### config.mk
export PLATFORM = sky130hd
export DESIGN_NAME = rand_range_sampler
export DESIGN_NICKNAME = d
export VERILOG_FILES = /design/src/rtl/rand_range_sampler.sv
export SDC_FILE = /design/constraint.sdc
export NUM_CORES = 1
export LEC_CHECK = 0
export CORE_MARGIN = 2
export CORE_UTILIZATION = 30
export DETAILED_ROUTE_END_ITERATION = 10
export PLACE_DENSITY_LB_ADDON = 0.08
export SLEW_MARGIN = 0
export SYNTH_ARGS = -nofsm -noshare
export SYNTH_HDL_FRONTEND = slang
export SYNTH_SLANG_ARGS = --single-unit
### constraint.sdc
create_clock -name clk -period 2.96 [get_ports clk]
set_input_delay 0.592 -clock clk [delete_from_list [all_inputs] [get_ports clk]]
set_output_delay 0.592 -clock clk [all_outputs]
set_load 0.1 [all_outputs]
### src/rtl/rand_range_sampler.sv
// Converts a free-running LFSR word into an unbiased integer in [0, range) by
// masked rejection sampling, with a bounded-retry fallback and a req/ack + valid/ready interface.
module rand_range_sampler #(
  parameter int WIDTH     = 16,
  parameter int MAX_TRIES = 8
) (
  input  logic             clk,
  input  logic             reset,
  input  logic [WIDTH-1:0] lfsr_q,
  input  logic             req,
  output logic             req_ready,
  input  logic [WIDTH-1:0] range,
  output logic             out_valid,
  input  logic             out_ready,
  output logic [WIDTH-1:0] value,
  output logic             fallback,
  output logic             err,
  output logic [15:0]      reject_count
);

  typedef enum logic [1:0] {
    IDLE   = 2'd0,
    SAMPLE = 2'd1,
    HOLD   = 2'd2
  } state_t;

  localparam logic [7:0] LAST_TRY = 8'(MAX_TRIES - 1);

  state_t           state_q, state_d;
  logic [WIDTH-1:0] n_q, n_d;
  logic [WIDTH-1:0] mask_q, mask_d;
  logic [7:0]       tries_q, tries_d;
  logic [WIDTH-1:0] value_q, value_d;
  logic             fallback_q, fallback_d;
  logic             err_q, err_d;
  logic             out_valid_q, out_valid_d;
  logic [15:0]      reject_count_q, reject_count_d;

  logic [WIDTH-1:0] range_mask;
  logic [WIDTH-1:0] sample_s;

  // Smallest 2^k-1 covering range-1: smear the top set bit of (range-1) downwards.
  always_comb begin
    range_mask = range - WIDTH'(1);
    for (int sh = 1; sh <= WIDTH / 2; sh = sh * 2) begin
      range_mask = range_mask | (range_mask >> sh);
    end
  end

  assign sample_s = lfsr_q & mask_q;

  always_comb begin
    // NOTE: every _d starts as its _q so no path through the case leaves a
    // signal unassigned, which would otherwise infer a latch.
    state_d        = state_q;
    n_d            = n_q;
    mask_d         = mask_q;
    tries_d        = tries_q;
    value_d        = value_q;
    fallback_d     = fallback_q;
    err_d          = err_q;
    out_valid_d    = out_valid_q;
    reject_count_d = reject_count_q;

    unique case (state_q)
      IDLE: begin
        if (req) begin
          n_d     = range;
          mask_d  = range_mask;
          tries_d = 8'd0;
          if (range == '0) begin
            value_d     = '0;
            fallback_d  = 1'b0;
            err_d       = 1'b1;
            out_valid_d = 1'b1;
            state_d     = HOLD;
          end else begin
            state_d = SAMPLE;
          end
        end
      end

      SAMPLE: begin
        if (sample_s < n_q) begin
          value_d     = sample_s;
          fallback_d  = 1'b0;
          err_d       = 1'b0;
          out_valid_d = 1'b1;
          state_d     = HOLD;
        end else begin
          if (reject_count_q != 16'hFFFF) begin
            reject_count_d = reject_count_q + 16'd1;
          end
          if (tries_q == LAST_TRY) begin
            // sample_s <= mask <= 2n-1, so the folded value stays below n.
            value_d     = sample_s - n_q;
            fallback_d  = 1'b1;
            err_d       = 1'b0;
            out_valid_d = 1'b1;
            state_d     = HOLD;
          end else begin
            tries_d = tries_q + 8'd1;
          end
        end
      end

      HOLD: begin
        if (out_ready) begin
          out_valid_d = 1'b0;
          state_d     = IDLE;
        end
      end

      default: state_d = IDLE;
    endcase
  end

  // NOTE: state registers use non-blocking assignments so every flop samples
  // the pre-edge values regardless of statement order.
  always_ff @(posedge clk or negedge reset) begin
    if (!reset) begin
      state_q        <= IDLE;
      n_q            <= '0;
      mask_q         <= '0;
      tries_q        <= 8'd0;
      value_q        <= '0;
      fallback_q     <= 1'b0;
      err_q          <= 1'b0;
      out_valid_q    <= 1'b0;
      reject_count_q <= 16'd0;
    end else begin
      state_q        <= state_d;
      n_q            <= n_d;
      mask_q         <= mask_d;
      tries_q        <= tries_d;
      value_q        <= value_d;
      fallback_q     <= fallback_d;
      err_q          <= err_d;
      out_valid_q    <= out_valid_d;
      reject_count_q <= reject_count_d;
    end
  end

  assign req_ready    = (state_q == IDLE);
  assign out_valid    = out_valid_q;
  assign value        = value_q;
  assign fallback     = fallback_q;
  assign err          = err_q;
  assign reject_count = reject_count_q;

endmodule

### Word level (Yosys, flattened, before mapping)

Cells that the tools add are included.

| word-level totals | value |
|---|---|
| input bits | 36 |
| flip-flop bits (word level) | 77 |

| cells by class | value |
|---|---|
| $add $sub $neg | 4 |
| bitwise operators | 6 |
| reduce and logical (&&, ||, !) cells | 10 |
| $lt $le $gt $ge | 1 |
| mux-type cells | 28 |
| eq/ne operators | 10 |

Operator list:

| cell | count |
|---|---|
| 16-bit 2-to-1 mux | 4 |
| 16-bit case mux with 2 select lines | 1 |
| 8-bit 2-to-1 mux | 3 |
| 16-bit by 1-bit adder with 16-bit output, second input constant | 1 |
| 16-bit AND | 1 |
| 16-bit zero test | 1 |
| 16-bit less-than comparator | 1 |
| 16-bit inequality test, second input constant | 1 |
| 16-bit by 12-bit bitwise OR with 16-bit output | 1 |
| 16-bit by 14-bit bitwise OR with 16-bit output | 1 |
| 16-bit by 15-bit bitwise OR with 16-bit output | 1 |
| 16-bit by 8-bit bitwise OR with 16-bit output | 1 |
| 8-bit case mux with 2 select lines | 1 |
| 16-bit by 1-bit subtractor with 16-bit output, second input constant | 1 |
| 16-bit subtractor | 1 |
| 1-bit 2-to-1 mux | 10 |
| 2-bit 2-to-1 mux | 5 |
| 8-bit by 1-bit adder with 8-bit output, second input constant | 1 |
| 8-bit by 3-bit == test with 1-bit output, second input constant | 1 |
| 2-bit inequality test, second input constant | 4 |
| 4-bit AND reduction | 2 |
| 2-bit case mux with 3 select lines | 1 |
| 3-bit AND reduction | 2 |
| 5-bit AND reduction | 1 |
| other kinds (11) | 12 |

### Logic depth before layout (Yosys ltp)

| depth | value |
|---|---|
| depth in word-level cells | 5 |
| mapped depth | 12 |
| mapped depth without buffers | 11 |

### Worst setup path before layout

Ideal clock, no wire load.

| timing path | value |
|---|---|
| kind | input -> register |
| start | input lfsr_q[0] |
| end | register value_q[12] (netlist: value[12]) |
| setup time | 0.125 ns |
| slack | -0.065 ns |
| stages on the path | 11 |
| data arrival time | 2.899 ns |
| cell sequence | nand2_1 > ha_1 > inv_1 > fa_1 > a211oi_2 > o211ai_2 > a41oi_2 > a21oi_2 > a211o_4 > buf_6 > mux2_4 |

| between the ends | value |
|---|---|
| word-level cells in the longest chain between the ends | 5 |
| elaborated cells between the ends (all ways) | 8 |
| classes of those cells | add/sub (1); order compare (1); eq/ne (1); mux (3); bitwise (1); reduce/logical (1) |

Ends and longest elaborated chain:

| element | line | source |
|---|---|---|
| from (decl) | 9 | `input logic [WIDTH-1:0] lfsr_q,` |
| 16-bit AND * | 50 | `assign sample_s = lfsr_q & mask_q;` |
| 16-bit subtractor | 96 | `value_d = sample_s - n_q;` |
| 16-bit 2-to-1 mux | 94 | `if (tries_q == LAST_TRY) begin` |
| 16-bit 2-to-1 mux | 84 | `if (sample_s < n_q) begin` |
| 16-bit case mux with 2 select lines | 65 | `unique case (state_q)` |
| to (signal assigned) | 136 | `value_q <= value_d;` |
| to (decl) | 33 | `logic [WIDTH-1:0] value_q, value_d;` |

Mark *: on every way between the ends. The rest lies on a longest branch, timed or not. The select of a mux whose other input is x is not followed.
A chain may end at the register's enable or synchronous reset.

### Worst setup path in the final report

| timing path | value |
|---|---|
| start | input lfsr_q[13] |
| end | register value_q[8] (netlist: value[8]) |

| between the ends | value |
|---|---|
| word-level cells in the longest chain between the ends | 4 |
| elaborated cells between the ends (all ways) | 6 |
| classes of those cells | order compare (1); eq/ne (1); mux (2); bitwise (1); reduce/logical (1) |

Ends and longest elaborated chain:

| element | line |
|---|---|
| 16-bit AND * | 50 |
| 16-bit less-than comparator * | 84 |
| 3-bit inequality test (no source line) or 16-bit 2-to-1 mux (tied branches) | -- |
| 4-bit AND reduction (no source line) or 16-bit case mux with 2 select lines (tied branches) | -- |

Mark *: on every way between the ends. The rest lies on a longest branch, timed or not.

==> reports/metrics.yaml <==
outcome:
  status: "finished clean"
setup_path:
  start_kind: "input pin"
  worst-path-buf-inv: 3
  critPathSlowestCell: "clkdlybuf4s50_1"
  crit_path_cell_trace: "clkdlybuf4s50_1, and2_1, ha_4, a21oi_2, a21oi_1, nor2_1, a21oi_4, a211o_4, buf_12, buf_6, a211oi_2, a22o_1"
  cp-end-kind: "flop"
  critPathTopFamily: "compound AO/OA/AOI/OAI gates"
  critical_path_class: "in2reg"
  max_stage_delay_ns: 0.45
  crit_fanout: 6
  arrival_ns: 3.12
  crit_required_ns: 3.23
  rrSetupSlack_ns: 0.14
yosys:
  async_flop_share: 1.000
  synth_edf_count: 0
  seq_area_frac_synth: 0.4021
  synth-simple-area-share: 0.2433
  synth-main-ff-cell: "dfrtp_1"
  synth_fa_ha_area_frac: 0.05640
  synth.most_common_cell: "dfrtp_1"
  synth_top_family_by_area: "simple AND/OR/NAND/NOR gates"
  muxShareOfSynthArea: 0.01619
  ys_warn_count: 0
  synth_top_cells_by_count: "dfrtp_1, nand2_1, nor2_1, a21oi_1, o21ai_0"
  synth_area_um2: 4792
  ys_ff_latch: 77
  synthDistinctLibCells: 68
  synth_top_area_cell: "dfrtp_1"
  syn_inst: 521
  post-synth-top-area-fraction: 0.4021
  synthXorXnorAreaFrac: 0.06580
  synthTopCellsByArea: "dfrtp_1, ha_1, nand2_1"
  syn_area_per_cell_um2: 9.198
  synth_nets: 578
  synth_compound_area_frac: 0.1794
power:
  p_leak_nw: 3.165
  ir_drop_v: 0.0004171
  pwr_density_cell_nw_per_um2: 1001
routing:
  dr.pass1.iters: 4
  drt-wirelength-per-cell_um: 14.39
  ant_nets: 0
  drc: 0
  totalWireLength_mm: 13.28
  post_drt_via_cell_ratio: 4.704
  vias: 4342
  dr.first_iter.drc_count: 208
placement:
  gp_congestion: 0.8377
  place_hpwl_mm: 10.17
  io_buffers: 71
  pre_cts_slack_ns: -0.5112
  placed_area_um2: 6390
timing:
  slew_viol_final: 0
  tightestPinTransition_ns: 0.9849
  holdWs_ns: 0.4304
  setup_slack_ns: 0.1083
  fin_crit_ns: 2.852
  hold_viol_final: 0
  relSlewSlack: 0.3434
  post-route-period-util: 0.9634
  max_freq_mhz: 350.7
  clock_skew_ns: 0.007137
  finalSetupViolCount: 0
  rsz0062_at_grt: "true"
global_route:
  track_usage: 0.1621
  grt_antenna_before_repair: 0
  grt_pass1_wl_mm: 21.45
  gr-total-overflow: 0
  grt_pass1_vias: 4283
  grt_max_degree: 78
floorplanning:
  rows: 46
  die_area_um2: 17000
  die_height_um: 130.4
  die_w_um: 130.4
  core_um2: 15770
  start_util: 0.3039
  ioPinCount: 72
layout:
  fillers: 1563
  nets: 760
  design_area_um2: 7044
  num_antenna_cells: 0
  syn_to_final_growth_pct: 47.00
  drive_gt1_frac: 0.3225
min_path:
  hold_class: "in2async"
clock_tree:
  cts-root-buf: "clkbuf_16"
  numCtsBuffers: 9
  clkTransAtPathRegs_ns: 0.05
  clock-sinks: 77
  cts.path.max_buffers: 2
  cts_tree: "built"
  htree_levels: 3
  clock_latency_ns: 0.34
run:
  cap_violations: 0
flip-flops by register name, summed over array words and instances (netlist names):
register / count
mask_q: 16
n_q: 16
reject_count: 16
value: 16
tries_q: 8
state_q: 2
err: 1
fallback: 1
out_valid: 1
layer usage:
| layer | vias to the layer above | wire length [um] | GRT usage | part of all wire |
|---|---|---|---|---|
| li1 | 2214 | - | - | - |
| met4 | 0 | 217 | 0.05820 | 0.016 |
| met1 | 2020 | 6643 | 0.2295 | 0.50 |
| met5 | - | 0 | 0 | 0 |
| met2 | 93 | 5934 | 0.2532 | 0.45 |
| met3 | 15 | 487 | 0.02402 | 0.037 |
power breakdown:
part           switching, W  leakage [nW]  total, W  internal (W)
clock              0.000403         0.129  0.000986      0.000583
sequential         0.000166         0.951   0.00149       0.00133
combinational       0.00272          2.08   0.00457       0.00185
total               0.00329          3.16   0.00705       0.00376
cell families after synthesis:
| kind of cell | Yosys count |
|---|---|
| adders and majority gates | 21 |
| xor gates and xnor gates | 36 |
| muxes | 7 |
| AOI/OAI and AO/OA | 127 |
| buffers and inverters | 38 |
| and+or+nand+nor | 215 |
| DFF | 77 |
repair_timing:
item | 4_1_cts | 5_1_grt
buffers inserted | 5 | 8
setup endpoints to repair | 40 | 41
hold buffers | 0 | 0
gates resized for setup | 32 | 28
pin swaps | 21 | 27
final timing paths:
| check | cells after the start | endpoint | start |
|---|---|---|---|
| worst max-delay path | 12 | value[8] | lfsr_q[13] |
| worst min-delay path | 1 | value[3] | reset |
| min in group clk | 2 | mask_q[15] | mask_q[15] |
| worst min register to register | 2 | mask_q[15] | mask_q[15] |
| max in group asynchronous | 1 | tries_q[3] | reset |
| worst max register to register | 13 | value[8] | mask_q[0] |
through the flow:
stage / setup TNS, ns / utilization / total power [W] / std cells
2_1_floorplan: 0 / - / 0.004221 / 521
3_3_place_gp: -17.11 / 0.4052 / 0.005643 / 895
3_5_place_dp: -18.70 / 0.4052 / 0.005669 / 895
4_1_cts: -0.01254 / 0.4358 / 0.006948 / 915
5_1_grt: -0.02475 / 0.4467 / 0.007535 / 923
6_report: 0 / 0.4467 / 0.007049 / 923
layout by cell type, fill, tap and decap left out, drive strengths merged, types with 20 or more instances in the layout:
| cell | synthesis | final |
|---|---|---|
| nor2 | 51 | 51 |
| xnor2 | 27 | 27 |
| inv | 20 | 20 |
| a21oi | 35 | 35 |
| o21ai | 33 | 33 |
| clkdlybuf4s50 | 0 | 24 |
| dfrtp | 77 | 77 |
| nand2 | 66 | 66 |
| and2 | 22 | 22 |
| ha | 20 | 20 |
| buf | 7 | 155 |
final cells by class:
cell class              count  area (um2)  area share
well taps                 216       270.3     0.03837
clock inverters             2       10.01    0.001421
repair buffers            189        1558      0.2211
inverters                  20       75.07     0.01066
multi-input cells         406        2954      0.4194
flip-flops and latches     77        1927      0.2735
clock buffers              13       250.2     0.03552
Note: power is estimated with default switching activity, not from simulation.
